**src/rtl/fetch_buf_if.sv**
```systemverilog
// Handshake bundle between instruction memory response, fetch control and decode.
// master = fetch/memory/decode side, slave = the buffer itself.
`ifndef ADDR_WIDTH
`define ADDR_WIDTH 32
`endif
`ifndef INSTR_WIDTH
`define INSTR_WIDTH 32
`endif

interface fetch_buf_if #(
    parameter int ADDR_W  = `ADDR_WIDTH,
    parameter int INSTR_W = `INSTR_WIDTH
);
    logic [INSTR_W-1:0] instr_read_data;
    logic               instr_read_data_valid;
    logic [ADDR_W-1:0]  pc;
    logic               flush;
    logic               fetch_stall;
    logic [INSTR_W-1:0] dec_instr;
    logic [ADDR_W-1:0]  dec_pc;
    logic               dec_valid;
    logic               dec_ready;
    logic               buf_ovf;

    modport master (
        output instr_read_data, instr_read_data_valid, pc, flush, dec_ready,
        input  fetch_stall, dec_instr, dec_pc, dec_valid, buf_ovf
    );

    modport slave (
        input  instr_read_data, instr_read_data_valid, pc, flush, dec_ready,
        output fetch_stall, dec_instr, dec_pc, dec_valid, buf_ovf
    );
endinterface

```
**src/rtl/fetch_buf.sv**
```systemverilog
// Circular instruction buffer between the instruction memory response and decode.
// Keeps one slot spare for the single in-flight response via a registered fetch_stall.
`ifndef ADDR_WIDTH
`define ADDR_WIDTH 32
`endif
`ifndef INSTR_WIDTH
`define INSTR_WIDTH 32
`endif

module fetch_buf #(
    parameter int DEPTH   = 4,
    parameter int ADDR_W  = `ADDR_WIDTH,
    parameter int INSTR_W = `INSTR_WIDTH
) (
    input  logic        cpu_clk,
    input  logic        cpu_rst,
    fetch_buf_if.slave  bus
);
    localparam int PTR_W = $clog2(DEPTH);
    localparam int CNT_W = PTR_W + 1;
    localparam logic [CNT_W-1:0] FULL     = CNT_W'(DEPTH);
    localparam logic [CNT_W-1:0] STALL_AT = CNT_W'(DEPTH - 1);

    logic [INSTR_W-1:0] instr_mem [DEPTH];
    logic [ADDR_W-1:0]  pc_mem    [DEPTH];

    logic [PTR_W-1:0] wr_ptr_q, wr_ptr_d;
    logic [PTR_W-1:0] rd_ptr_q, rd_ptr_d;
    logic [CNT_W-1:0] count_q, count_d;
    logic             fetch_stall_q, fetch_stall_d;
    logic             buf_ovf_q, buf_ovf_d;
    logic             dec_valid;
    logic             push, pop;

    assign dec_valid = (count_q != '0);

    always_comb begin
        pop  = dec_valid & bus.dec_ready & ~bus.flush;
        push = bus.instr_read_data_valid & ~bus.flush & ((count_q != FULL) | pop);

        wr_ptr_d      = push ? wr_ptr_q + PTR_W'(1) : wr_ptr_q;
        rd_ptr_d      = pop  ? rd_ptr_q + PTR_W'(1) : rd_ptr_q;
        count_d       = count_q;
        buf_ovf_d     = buf_ovf_q;
        fetch_stall_d = 1'b0;

        case ({push, pop})
            2'b10:   count_d = count_q + CNT_W'(1);
            2'b01:   count_d = count_q - CNT_W'(1);
            default: count_d = count_q;
        endcase

        // A response that finds the buffer full with nothing leaving is lost.
        if (bus.instr_read_data_valid && !bus.flush && count_q == FULL && !pop)
            buf_ovf_d = 1'b1;

        if (bus.flush) begin
            wr_ptr_d = '0;
            rd_ptr_d = '0;
            count_d  = '0;
        end

        fetch_stall_d = (count_d >= STALL_AT);
    end

    always_ff @(posedge cpu_clk) begin
        if (cpu_rst) begin
            wr_ptr_q      <= '0;
            rd_ptr_q      <= '0;
            count_q       <= '0;
            fetch_stall_q <= 1'b0;
            buf_ovf_q     <= 1'b0;
        end else begin
            wr_ptr_q      <= wr_ptr_d;
            rd_ptr_q      <= rd_ptr_d;
            count_q       <= count_d;
            fetch_stall_q <= fetch_stall_d;
            buf_ovf_q     <= buf_ovf_d;
        end
    end

    // Storage carries no reset; dec_valid qualifies whatever it holds.
    always_ff @(posedge cpu_clk) begin
        if (push && !cpu_rst) begin
            instr_mem[wr_ptr_q] <= bus.instr_read_data;
            pc_mem[wr_ptr_q]    <= bus.pc;
        end
    end

    assign bus.dec_valid   = dec_valid;
    assign bus.dec_instr   = instr_mem[rd_ptr_q];
    assign bus.dec_pc      = pc_mem[rd_ptr_q];
    assign bus.fetch_stall = fetch_stall_q;
    assign bus.buf_ovf     = buf_ovf_q;
endmodule

```
**src/flat_wrapper.sv**
```systemverilog
// flat-port wrapper written by rule: the top's interface ports become plain ports
module fetch_buf_flat 
#(
    parameter int DEPTH   = 4,
    parameter int ADDR_W  = `ADDR_WIDTH,
    parameter int INSTR_W = `INSTR_WIDTH
)
  (cpu_clk, cpu_rst, bus_instr_read_data, bus_instr_read_data_valid, bus_pc, bus_flush, bus_dec_ready, bus_fetch_stall, bus_dec_instr, bus_dec_pc, bus_dec_valid, bus_buf_ovf);
  fetch_buf_if #(.ADDR_W(ADDR_W), .INSTR_W(INSTR_W)) bus_i ();
  input  logic cpu_clk;
  input  logic cpu_rst;
  input wire logic [$bits(bus_i.instr_read_data)-1:0] bus_instr_read_data;
  input wire logic [$bits(bus_i.instr_read_data_valid)-1:0] bus_instr_read_data_valid;
  input wire logic [$bits(bus_i.pc)-1:0] bus_pc;
  input wire logic [$bits(bus_i.flush)-1:0] bus_flush;
  input wire logic [$bits(bus_i.dec_ready)-1:0] bus_dec_ready;
  output wire logic [$bits(bus_i.fetch_stall)-1:0] bus_fetch_stall;
  output wire logic [$bits(bus_i.dec_instr)-1:0] bus_dec_instr;
  output wire logic [$bits(bus_i.dec_pc)-1:0] bus_dec_pc;
  output wire logic [$bits(bus_i.dec_valid)-1:0] bus_dec_valid;
  output wire logic [$bits(bus_i.buf_ovf)-1:0] bus_buf_ovf;
  assign bus_i.instr_read_data = bus_instr_read_data;
  assign bus_i.instr_read_data_valid = bus_instr_read_data_valid;
  assign bus_i.pc = bus_pc;
  assign bus_i.flush = bus_flush;
  assign bus_i.dec_ready = bus_dec_ready;
  assign bus_fetch_stall = bus_i.fetch_stall;
  assign bus_dec_instr = bus_i.dec_instr;
  assign bus_dec_pc = bus_i.dec_pc;
  assign bus_dec_valid = bus_i.dec_valid;
  assign bus_buf_ovf = bus_i.buf_ovf;
  fetch_buf #(.DEPTH(DEPTH), .ADDR_W(ADDR_W), .INSTR_W(INSTR_W)) u_core (.cpu_clk(cpu_clk), .cpu_rst(cpu_rst), .bus(bus_i));
endmodule
```
**config.mk**
```make
export PLATFORM = sky130hd
export DESIGN_NAME = fetch_buf_flat
export DESIGN_NICKNAME = d
export VERILOG_FILES = /design/src/rtl/fetch_buf_if.sv /design/src/rtl/fetch_buf.sv /design/src/flat_wrapper.sv
export SDC_FILE = /design/constraint.sdc
export NUM_CORES = 1
export LEC_CHECK = 0
export BUFFER_PORTS_ARGS = -buffer_cell sky130_fd_sc_hd__buf_2
export CAP_MARGIN = 5
export CORE_MARGIN = 4
export CORE_UTILIZATION = 35
export DETAILED_ROUTE_END_ITERATION = 8
export PLACE_DENSITY_LB_ADDON = 0.15
export SYNTH_ARGS = -nofsm -noshare
export SYNTH_HDL_FRONTEND = slang
export SYNTH_SLANG_ARGS = --single-unit
```
**constraint.sdc**
```tcl
create_clock -name cpu_clk -period 3.7 [get_ports cpu_clk]
set_input_delay 0.74 -clock cpu_clk [delete_from_list [all_inputs] [get_ports cpu_clk]]
set_output_delay 0.74 -clock cpu_clk [all_outputs]
set_load 0.01 [all_outputs]
```
==> flow_summary.ini, run 1 <==
[detailed_routing]
drtAntennaViolNets = 0
wl_per_cell_um = 20.7
drt-total-wl_um = 19600
drt-pass1-iter-count = 4
drt_iter0_markers = 246
drc = 0
num_vias = 4504
viasPerCell = 4.76

[timing]
skew_ns = 0.00855
fin_crit_sh_pct = 82.3
fmax_mhz = 328
maxSlewViolCount = 0
hold_viol = 0
tightest_slew_ns = 0.679
rsz0062_at_grt = false
worst_slack_ns = 0.656
slew_headroom_pct = 54.3
fin_crit_ns = 3.04
setup_viol = 0
tns_ns = 0

[grt]
grt_pass1_vias = 4950
grt_overflow = 0
grt_util_all_layers_pct = 12.6
grt_max_degree = 57
grt_first_pass_wirelength_um = 29900
antenna_found_initial = 3

[layout]
diodes = 0
syn2layout_area_growth_pct = 21.4
final_cell_mix = edfxtp_1 (256), buf_2 (135), mux4_2 (64)
final_net_count = 628
final_common_cell = edfxtp_1
drive_gt1_share_pct = 45.0
fillers = 2366

[cts]
ctsResizeCount = 0
h-tree-depth = 1
clock_tree.root_cell = clkbuf_16
numClockSinks = 267
ctsHoldBuffers = 0
numCtsBuffers = 28
clk_pin_slew_worst_paths_ns = 0.06
post_cts_buffers = 0
worstSkewPairLatency_ns = 0.52
clk_path_buf_depth = 3
cts_tree = done

[worst_setup_path]
worstSetupPathType = reg2out
end_kind = output pin
critPathMaxFanout = 28
arrival_ns = 2.30
r2r_start = u_core.count_q[1]
ff2ff_setup_slack_ns = 1.24
start_kind = flip-flop
cp.required_ns = 2.96
reg2reg_depth = 8
worstReg2RegEnd = u_core.bus.fetch_stall

[floorplan]
core_um2 = 27300
ioPinCount = 136
chipHeight_um = 175
initial_utilization_pct = 35.9
dieArea_um2 = 30700
die_w_um = 175
rows = 60

[hold_path]
min_path_cells = 2
hold_start = cpu_rst
whs_endpoint = u_core.bus.buf_ovf
min_path_type = in2reg

[run_status]
status = finished, final reports clean

[pwr]
finalPower_mw = 6.07
power_leakage_nw = 3.90
ir_drop_mv = 0.358
powerDensity_nw_per_um2 = 511

[synth]
avgSynthCellArea_um2 = 24.9
yosys_warnings = 0
synth.distinct_cells = 29
syn-num-nets = 467
netlist_area_um2 = 9780
yosysTopAreaCellShare_pct = 78.6
synth_top_cells_by_area = edfxtp_1 (79%), mux4_2 (15%), dfxtp_1 (2.3%)
synth_area_leader_cell = edfxtp_1
syn_inst = 393
synth-seq-area-share_pct = 80.8
ys_ff_latch = 267

[flow_run]
maxCapViolations = 0

[placement]
dpl_worst_slack_ns = 0.785
portBuffers = 135
place_hpwl_um = 12200
gp_congestion = 0.707
[registers in the layout, indices dropped and copies added, names as in the netlist, named ones only]
register,cells
u_core.count_q,3
u_core.bus.buf_ovf,1
u_core.rd_ptr_q,2
u_core.instr_mem,128
u_core.pc_mem,128
u_core.wr_ptr_q,2
u_core.bus.fetch_stall,1
[per-layer routing]
metal | global-route usage [%] | vias to the layer above | share of wire [%]
met3 | 3.87 | 28 | 7.2
met1 | 16.9 | 2354 | 43
met4 | 2.49 | 6 | 1.3
met5 | 0 | - | 0.20
met2 | 20.5 | 133 | 48
li1 | - | 1983 | -
[synthesized netlist by cell type]
| cell | n |
|---|---|
| edfxtp_1 | 256 |
| nor3b_1 | 1 |
| and3_1 | 1 |
| dfxtp_1 | 11 |
| ha_1 | 4 |
| mux2i_1 | 2 |
| buf_1 | 2 |
| buf_2 | 6 |
| and3_2 | 1 |
| a22oi_2 | 1 |
| nor4_1 | 1 |
| nor3_1 | 1 |
| or3_4 | 1 |
| nor4b_2 | 1 |
| a31oi_1 | 1 |
| a2111oi_4 | 1 |
| xnor2_1 | 3 |
| mux4_2 | 64 |
| o31a_1 | 1 |
| inv_1 | 4 |
| clkbuf_1 | 7 |
| or2_2 | 1 |
| and2_1 | 6 |
| nor2_1 | 10 |
| buf_6 | 1 |
| nand2_1 | 1 |
| xor2_1 | 2 |
| fa_1 | 1 |
| a21oi_2 | 1 |
[where the power goes]
part / internal [mW] / switching (mW) / leakage (nW)
Sequential: 3.34 / 0.00849 / 2.40
Combinational: 0.0742 / 0.0988 / 1.08
Clock: 1.49 / 1.06 / 0.414
[how the worst max path moves through the flow]
stage / from / endpoint / slack, ns / cells past startpoint
CTS: flip-flop / bus_dec_pc[16] / 0.53 / 3
detailed placement: bus_instr_read_data_valid / u_core.instr_mem[1][5] / 0.79 / 5
global route: flip-flop / bus_dec_pc[16] / 0.45 / 3
finish: flip-flop / bus_dec_pc[16] / 0.66 / 3
global placement: bus_instr_read_data_valid / u_core.pc_mem[1][14] / 0.83 / 5
floorplan: bus_instr_read_data_valid / u_core.instr_mem[1][0] / 0.51 / 3
[layout make-up]
type / count / area, um^2 / share of cell area [%]
flip-flops and latches: 267 / 7920 / 66.7
inverters: 4 / 15.0 / 0.126
clock buffers: 36 / 752 / 6.33
well taps: 372 / 465 / 3.92
multi-input cells: 106 / 1790 / 15.1
clock inverters: 15 / 92.6 / 0.780
repair buffers: 147 / 841 / 7.08
[kinds of logic after synthesis]
logic type / Yosys count / share of synthesized area (%)
fa+ha+maj: 5 / 0.716
flops: 267 / 80.8
compound gates: 5 / 0.653
xor+xnor: 5 / 0.448
buf+inv: 20 / 0.921
mux: 66 / 14.9
simple gates: 25 / 1.47
[per-stage QoR]
stage	area [um^2]	std cells	hold slack (ns)	util (%)
floorplan	9780	393	0.485	-
global placement	11000	896	0.467	40.5
detailed placement	11000	896	0.471	40.5
CTS	11900	947	0.392	43.6
global route	11900	947	0.406	43.6
finish	11900	947	0.425	43.6
[worst max-delay path, cell delays in order (launching register included)]
cell     delay, ns
dfxtp_4       0.72
buf_4         0.35
mux4_2        0.54
buf_2         0.16
(Power assumes the default switching activity.)
==> run 2, diff against run 1 <==
clock period = 3.1 ns   (was 3.7 ns; I/O delays follow)
==> flow_summary.ini, run 2 (synthesis gave the netlist of run 1 again) <==
[run_status]
status = finished, final reports clean

[placement]
dpl_worst_slack_ns = 0.679
portBuffers = 135
post_dp_cell_area_um2 = 11100
gp_congestion = 0.749
place_hpwl_um = 11600

[floorplan]
die_w_um = 175
rows = 60
initial_utilization_pct = 35.9
core_um2 = 27300
chipHeight_um = 175
dieArea_um2 = 30700
ioPinCount = 136

[timing]
fmax_mhz = 348
rsz0062_at_grt = false
maxSlewViolCount = 0
skew_ns = 0.00514
slew_headroom_pct = 64.2
tns_ns = 0
fin_crit_ns = 2.87
worst_slack_ns = 0.228
hold_viol = 0
hold_ws_ns = 0.288
fin_crit_sh_pct = 92.7
tightest_slew_ns = 0.536
setup_viol = 0

[detailed_routing]
drc = 0
drtAntennaViolNets = 0
drt_iter0_markers = 310
num_vias = 4529
wl_per_cell_um = 20.2
drt-pass1-iter-count = 5
drt-total-wl_um = 19200
viasPerCell = 4.76

[layout]
syn2layout_area_growth_pct = 22.3
drive_gt1_share_pct = 45.5
fillers = 2344
final_cell_mix = edfxtp_1 (256), buf_2 (135), mux4_2 (64)
largestRegisters = u_core.instr_mem (128), u_core.pc_mem (128), u_core.count_q (3)
stdcell_area_um2 = 12000
final_common_cell = edfxtp_1
final_util_pct = 43.9
final_net_count = 629

[hold_path]
min_path_type = in2reg

[flow_run]
maxCapViolations = 0

[worst_setup_path]
start_kind = flip-flop
arrival_ns = 2.25
worstSetupPathType = reg2out
end_kind = output pin
critPathMaxFanout = 28
cp.required_ns = 2.48

[cts]
cts_tree = done
h-tree-depth = 1
numClockSinks = 267
clk_pin_slew_worst_paths_ns = 0.06
ctsHoldBuffers = 0
worstSkewPairLatency_ns = 0.53
numCtsBuffers = 29
ctsResizeCount = 0
clk_path_buf_depth = 3
post_cts_buffers = 0
clock_tree.root_cell = clkbuf_16

[grt]
grt_overflow = 0
grt_max_degree = 40
grt_util_all_layers_pct = 12.5
grt_pass1_vias = 5101
grt_first_pass_wirelength_um = 29700
antenna_found_initial = 2

[pwr]
power_leakage_nw = 3.93
ir_drop_mv = 0.373
powerDensity_nw_per_um2 = 619
## run 2: area by class of cell
class | count | area (um^2) | share of cell area, %
multi-input combinational | 106 | 1790 | 15.0
tap | 372 | 465 | 3.89
antenna | 1 | 2.50 | 0.0209
sequential | 267 | 7920 | 66.2
inverter | 4 | 15.0 | 0.125
clock buffer | 38 | 759 | 6.35
timing repair buffer | 147 | 878 | 7.34
clock inverter | 16 | 136 | 1.14
## run 2: per-stage QoR
stage | total power [mW] | instances
after floorplan | 4.15 | 393
after global placement | 4.27 | 896
after detailed placement | 4.28 | 896
after CTS | 7.52 | 950
after global routing | 7.72 | 950
final | 7.41 | 951
## run 2: final timing paths
path	from	to	slack [ns]	cells after the start
worst max-delay path	flip-flop	bus_dec_instr[4]	0.23	3
worst min-delay path	cpu_rst	u_core.bus.buf_ovf	0.29	2
worst max register to register	u_core.count_q[1]	u_core.bus.fetch_stall	0.70	8
worst min register to register	u_core.bus.buf_ovf	u_core.bus.buf_ovf	0.48	2
## run 2: routing by layer
metal | share of wire, % | track usage, % | vias up
met3 | 8.1 | 3.96 | 36
met4 | 2.4 | 3.18 | 4
met1 | 41 | 15.9 | 2351
li1 | - | - | 1992
met2 | 48 | 20.8 | 146
met5 | 0.18 | 0 | -
## run 2: where the power goes
group          internal [mW]  leakage (nW)  total, mW  switching [mW]
combinational         0.0888          1.09      0.202           0.113
sequential              3.98          2.40       3.99         0.00942
clock                   1.89         0.435       3.21            1.32
## run 2: critical path, stage by stage, from the launching register on
cell,delay (ns)
dfxtp_4,0.62
buf_12,0.30
mux4_2,0.57
buf_2,0.16
